### src/rtl/multdiv_pkg.sv
// Shared definitions for the multiply/divide issue sequencers.
// Holds the state encoding and the default watchdog limit.
package multdiv_pkg;

  typedef enum logic [1:0] {
    IDLE = 2'd0,
    BUSY = 2'd1,
    DONE = 2'd2
  } state_t;

  localparam int DEFAULT_TIMEOUT = 15;

endpackage

### src/rtl/multdiv_issue_operand_check.sv
// Combinational operand screening: flags a multiplier that does not fit
// 16-bit signed, and a zero operand that makes the core's sign check meaningless.
module operand_check (
  input  logic [31:0] operand_a,
  input  logic [31:0] operand_b,
  output logic        range_err,
  output logic        zero
);

  // B fits 16-bit signed only when bits 31..15 are a pure sign extension
  assign range_err = ~((&operand_b[31:15]) | ~(|operand_b[31:15]));
  assign zero      = (operand_a == 32'd0) | (operand_b == 32'd0);

endmodule

### src/rtl/multdiv_issue.sv
// Issue sequencer between the execute stage and the 32x16 Booth multiplier core:
// latches operands, runs the core, and returns a one-cycle write-back.
module multdiv_issue
  import multdiv_pkg::*;
#(
  parameter int TIMEOUT = DEFAULT_TIMEOUT
) (
  input  logic        clock,
  input  logic        reset,
  input  logic        ctrl_MULT,
  input  logic [31:0] data_operandA,
  input  logic [31:0] data_operandB,
  input  logic [4:0]  ctrl_rd,
  output logic        stall,
  output logic        wb_valid,
  output logic [4:0]  wb_rd,
  output logic [31:0] wb_data,
  output logic        wb_exception,
  output logic [31:0] mult_operandA,
  output logic [15:0] mult_operandB,
  output logic        mult_ctrl,
  input  logic [31:0] mult_result,
  input  logic        mult_exception,
  input  logic        mult_resultRDY
);

  localparam int WD_W = $clog2(TIMEOUT + 1);
  localparam logic [WD_W-1:0] WD_LAST = WD_W'(TIMEOUT - 1);

  state_t          state;
  state_t          next_state;
  logic [WD_W-1:0] watchdog;
  logic [31:0]     op_a;
  logic [15:0]     op_b;
  logic [4:0]      op_rd;
  logic            op_range;
  logic            op_zero;
  logic            range_err;
  logic            zero;
  logic            accept;
  logic            capture;
  logic            timeout;

  operand_check u_operand_check (
    .operand_a (data_operandA),
    .operand_b (data_operandB),
    .range_err (range_err),
    .zero      (zero)
  );

  always_comb begin
    next_state = state;
    accept     = 1'b0;
    capture    = 1'b0;
    timeout    = 1'b0;
    case (state)
      IDLE: begin
        if (ctrl_MULT) begin
          next_state = BUSY;
          accept     = 1'b1;
        end
      end
      BUSY: begin
        // A ready result on the final watchdog cycle still beats the timeout
        if (mult_resultRDY) begin
          next_state = DONE;
          capture    = 1'b1;
        end else if (watchdog == WD_LAST) begin
          next_state = DONE;
          timeout    = 1'b1;
        end
      end
      DONE: begin
        if (ctrl_MULT) begin
          next_state = BUSY;
          accept     = 1'b1;
        end else begin
          next_state = IDLE;
        end
      end
      default: next_state = IDLE;
    endcase
  end

  always_ff @(posedge clock) begin
    if (reset) begin
      state        <= IDLE;
      watchdog     <= '0;
      op_a         <= '0;
      op_b         <= '0;
      op_rd        <= '0;
      op_range     <= 1'b0;
      op_zero      <= 1'b0;
      wb_rd        <= '0;
      wb_data      <= '0;
      wb_exception <= 1'b0;
    end else begin
      state <= next_state;
      if (accept) begin
        watchdog <= '0;
        op_a     <= data_operandA;
        op_b     <= data_operandB[15:0];
        op_rd    <= ctrl_rd;
        op_range <= range_err;
        op_zero  <= zero;
      end else if (state == BUSY) begin
        watchdog <= watchdog + 1'b1;
      end
      // Zero operands mask the core's spurious sign-mismatch flag
      if (capture) begin
        wb_rd        <= op_rd;
        wb_data      <= mult_result;
        wb_exception <= op_range | (mult_exception & ~op_zero);
      end else if (timeout) begin
        wb_rd        <= op_rd;
        wb_data      <= '0;
        wb_exception <= 1'b1;
      end
    end
  end

  assign mult_ctrl     = (state == BUSY);
  assign stall         = (state == BUSY) | (ctrl_MULT & (state != BUSY));
  assign wb_valid      = (state == DONE);
  assign mult_operandA = op_a;
  assign mult_operandB = op_b;

endmodule

### config.mk
export PLATFORM = sky130hd
export DESIGN_NAME = multdiv_issue
export DESIGN_NICKNAME = d
export VERILOG_FILES = /design/src/rtl/multdiv_pkg.sv /design/src/rtl/multdiv_issue_operand_check.sv /design/src/rtl/multdiv_issue.sv
export SDC_FILE = /design/constraint.sdc
export NUM_CORES = 1
export LEC_CHECK = 0
export ABC_AREA = 1
export BUFFER_PORTS_ARGS = -buffer_cell sky130_fd_sc_hd__buf_2
export CELL_PAD_IN_SITES_DETAIL_PLACEMENT = 0
export CELL_PAD_IN_SITES_GLOBAL_PLACEMENT = 2
export CORE_ASPECT_RATIO = 0.8
export CORE_MARGIN = 8
export CORE_UTILIZATION = 26
export DETAILED_ROUTE_END_ITERATION = 8
export GPL_ROUTABILITY_DRIVEN = 1
export PLACE_DENSITY_LB_ADDON = 0.1
export SYNTH_ARGS = -nofsm -noshare
export SYNTH_HDL_FRONTEND = slang
export SYNTH_SLANG_ARGS = --single-unit
### constraint.sdc
create_clock -name clock -period 2.95 [get_ports clock]
set_clock_uncertainty 0.2 [all_clocks]
set_input_delay 0 -clock clock [delete_from_list [all_inputs] [get_ports clock]]
set_output_delay 0 -clock clock [all_outputs]
set_load 0.1 [all_outputs]
# Word level (Yosys, flattened, before mapping)
# Cells that the tools add are included.
# word_totals
ff_bits	99
output_inout_bits	89
# op_classes
add_sub_neg	1
eq_ne	6
mux	18
n_bitwise	9
reduce_logical	9
# op_table
operator	n
$logic_not 32->1	2
$mux 32	2
$reduce_and 17->1	1
$reduce_or 17->1	1
$mux 1	10
$mux 5	2
$mux 2	3
$pmux 2 s3	1
$add 4x1->4 const B	1
$eq 4x4->1 const B	1
$or 1x1->1	4
$reduce_or 2->1	2
$ne 3x1->1 const B	1
$not 1->1	3
$and 1x1->1	2
$eq 2x1->1 const B	1
$eq 2x2->1 const B	1
$logic_not 2->1	1
$ne 2x1->1 const B	1
$ne 2x2->1 const B	1
$reduce_and 2->1	1
$reduce_bool 2->1	1

# Depth between registers and ports, before layout
# depth
ltp_word	6
ltp_mapped	8

# Modules after synthesis
# From an unflattened synthesis, not the netlist that was laid out.
# hier_totals
hier_cells	544
area_unflattened_um2	4003.8
# modules_own_cells
module	n_inst	cells_each	area_per_inst_um2	seq_area_each_um2
multdiv_issue	1	446	3604.7	1981.9
operand_check	1	98	399.1	0.0

# Worst setup path after synthesis
# OpenSTA, ideal clock, no wires.
# synth_timing
path_kind	reg-to-output
from	register state[1]
to	output wb_valid
t_arrival_ps	1655
required_ps	2750
path_slack_ps	1095
path_stages_with_launch	3
path_cell_list	dfxtp_1 -> inv_1 -> nor2_1
# synth_via
elab_chain_len	1
# synth_rtl
item	line	rtl
start: declaration	multdiv_issue.sv:30	state_t state;
start signal: assignment	multdiv_issue.sv:98	state <= next_state;
$eq 2x2->1	multdiv_issue.sv:124	assign wb_valid = (state == DONE);
end: declaration	multdiv_issue.sv:15	output logic wb_valid,
# Every way passes these cells.

# Worst setup path after layout
# layout_timing
from	input data_operandB[26]
to	register op_zero
# layout_via
elab_chain_len	2
# layout_rtl
item	line	rtl
start: declaration	multdiv_issue.sv:12	input logic [31:0] data_operandB,
$logic_not 32->1	multdiv_issue_operand_check.sv:12	assign zero = (operand_a == 32'd0) | (operand_b == 32'd0);
$or 1x1->1	multdiv_issue_operand_check.sv:12	
end signal: assignment	multdiv_issue.sv:105	op_zero <= zero;
end: declaration	multdiv_issue.sv:37	logic op_zero;
# Every way passes these cells.
# A chain may end at the register's enable or synchronous reset.

==> flow_summary.toml <==
[global_route]
top_usage_layer = "met2"
grtUsageMet2_pct = 21.5
grt-ovfl-total = 0
grt_util_met3_pct = 5.14
grt.total_usage_pct = 13.8
grt_max_degree = 55
antenna_found_initial = 0
globalRouteMet1Util_pct = 17.2
first_global_vias = 3986
grt_pass1_wl_mm = 20.0

[synthesis]
avgSynthCellArea_um2 = 8.59
synth_fa_ha_area_share_pct = 0.692
synth_top_family_by_area = "simple AND/OR/NAND/NOR gates"
synthCells = 421
synthMuxAreaShare_pct = 0
synth.yosys.warnings = 0
synth_top_area_share_pct = 54.8
synth-seq-cells = 99
synth_xor_area_share_pct = 0.242
yosysSeqAreaShare_pct = 54.8
synth_area_leaders = "dfxtp_1 (55%), nand2_1 (13%), a22o_1 (10%), nor2_1 (6.3%), a21oi_1 (4.8%)"
synth_largest_area_cell = "dfxtp_1"
synth_compound_area_share_pct = 17.1
syn-num-nets = 529
synth_cell_types = 22
syn_area_mm2 = 0.00362
yosys.area_share.simple_pct = 21.2

[outcome]
status = "complete, no violations"

[floorplan]
die_area_mm2 = 0.0180
core_area_mm2 = 0.0136
rows = 38
die_x_um = 148
die_y_um = 122
pin_count = 195
start_util_pct = 26.6

[timing]
setup_viol = 0
tns_ns = 0
rsz0062_at_grt = "false"
relSlewSlack_pct = 49.2
worst_pin_slew_ns = 0.762
finalHoldViolCount = 0
finalCritPeriodShare_pct = 92.4
holdWs_ns = 0.0158
slew_violations = 0
max_freq_mhz = 367
final.min_clock_period_ns = 2.73

[flow_run]
cap_violations = 0

[clock_tree]
cts_htree_levels = 3
post_cts_buffers = 0
clk_latency_ns = 0.34
cts_root_buffer = "clkbuf_16"
max-clock-path-buffers = 2
cts_tree = "done"
clock-sinks = 99
cts_buffers = 9
clkTransAtPathRegs_ns = 0.07

[route]
first_pass_iters = 4
vias = 3741
drtIter0Drc = 165
wl_per_cell_um = 14.0
drc = 0
drtAntennaViolNets = 0
routed_wl_mm = 12.4
viasPerCell = 4.22

[place]
place.gp.congestion = 0.741
dpl_cell_area_mm2 = 0.00467
portBuffers = 194
post-dp-hpwl_mm = 8.84

[finish]
postLayoutCoreUtil_pct = 43.4
nets = 809
syn_to_final_growth_pct = 63.3
antennaDiodeCount = 0
drive_above_1_share_pct = 31.2
fin_area_mm2 = 0.00591

[pwr]
power_density_mw_per_mm2 = 594
ir_drop_v = 0.000281
power.leakage_nw = 2.80

[critical_path]
worst_setup_path_start_kind = "input pin"
end_kind = "register"
worstPathRequired_ns = 3.04
arrival_ns = 2.82
cp_max_fo = 2
critPathKind = "in2reg"

[worst_hold_path]
hold_class = "in2reg"
## path summary, 6_finish.rpt
kind,from,to,slack (ns),cells after the start
setup reg to reg,state[0]$_SDFFE_PP0P_,op_range$_SDFFE_PP0P_,0.57,7
hold / removal,ctrl_MULT,state[0]$_SDFFE_PP0P_,0.02,5
setup / recovery,data_operandB[26],op_zero$_SDFFE_PP0P_,0.22,10
hold reg to reg,mult_operandB[13]$_SDFFE_PP0P_,mult_operandB[13]$_SDFFE_PP0P_,0.25,2
## power breakdown
part	leakage (nW)	switching (mW)	internal (mW)
logic	1.86	0.688	0.239
registers	0.810	0.0384	1.41
clock network	0.135	0.546	0.586
## worst max-delay path, cell delays in order
cell	delay (ns)
dlygate4sd3_1	0.53
buf_2	0.13
nor2_1	0.07
dlygate4sd3_1	0.55
nand4_1	0.07
nor2_1	0.13
dlygate4sd3_1	0.56
nand2_1	0.07
a21oi_1	0.15
dlygate4sd3_1	0.56
## area by class of cell
cell class	instances	area, µm²
Clock buffer	9	225
Clock inverter	7	57.6
Fill cell	1386	7690
Inverter	13	50.0
Multi-Input combinational cell	286	1420
Sequential cell	99	1980
Tap cell	180	225
Timing Repair Buffer	292	1940
## cells in the mapped netlist, drive strengths merged
cell type / count
ha: 2
nand3: 2
a22o: 43
clkinv: 1
dfxtp: 99
a211oi: 2
a31o: 1
nand4: 7
o22ai: 1
nor2: 63
nand2: 122
buf: 19
inv: 12
a21oi: 35
xor2: 1
clkbuf: 4
o21ai: 7
## cells in the final DEF, fill, tap and decap left out
| cell type | count |
|---|---|
| a211oi_1 | 2 |
| a21oi_1 | 35 |
| a22o_1 | 43 |
| a31o_2 | 1 |
| buf_2 | 194 |
| buf_4 | 3 |
| clkbuf_16 | 9 |
| clkinv_2 | 2 |
| clkinvlp_4 | 2 |
| dfxtp_1 | 99 |
| dlygate4sd3_1 | 95 |
| ha_1 | 2 |
| inv_1 | 11 |
| inv_2 | 1 |
| inv_6 | 3 |
| inv_8 | 1 |
| nand2_1 | 121 |
| nand2_2 | 1 |
| nand3_1 | 2 |
| nand4_1 | 7 |
| nor2_1 | 60 |
| nor2_4 | 3 |
| o21ai_0 | 7 |
| o22ai_1 | 1 |
| xor2_1 | 1 |
## metrics by stage
step / total power [mW] / setup slack [ns] / cells
floorplan: 2.13 / 1.09 / 421
global placement: 2.32 / 0.916 / 775
detailed placement: 2.32 / 0.871 / 775
CTS: 3.57 / 0.241 / 886
global route: 3.67 / 0.0217 / 886
finish: 3.51 / 0.223 / 886
## routing by layer
metal  up-vias  part of all wire (%)  routed length (µm)
li1       1952                     -                   -
met1      1645                    46                5730
met2       126                    44                5500
met3        18                   7.9                 988
met4         0                   1.9                 231
met5         -                     0                   0
## flip-flops by register name, summed over array words and instances, names as in the netlist, 2 cells and up
signal         cells
wb_data           32
op_rd              5
wb_rd              5
watchdog           4
mult_operandB     16
state              2
mult_operandA     32
## cell families (layout without fill, tap and decap cells)
group	after synthesis	in the layout
AND/OR/NAND/NOR	194	194
buffers and inverters	36	321
XOR/XNOR	1	1
flip-flops	99	99
adder cells (fa/ha/maj)	2	2
AO/OA/AOI/OAI	89	89
## timing repair
| action | 4_1_cts | 5_1_grt |
|---|---|---|
| gates resized for setup | 0 | 0 |
| hold endpoints to repair | 89 | 0 |
| hold buffers | 95 | 0 |
Note: power is estimated with default switching activity, not from simulation.
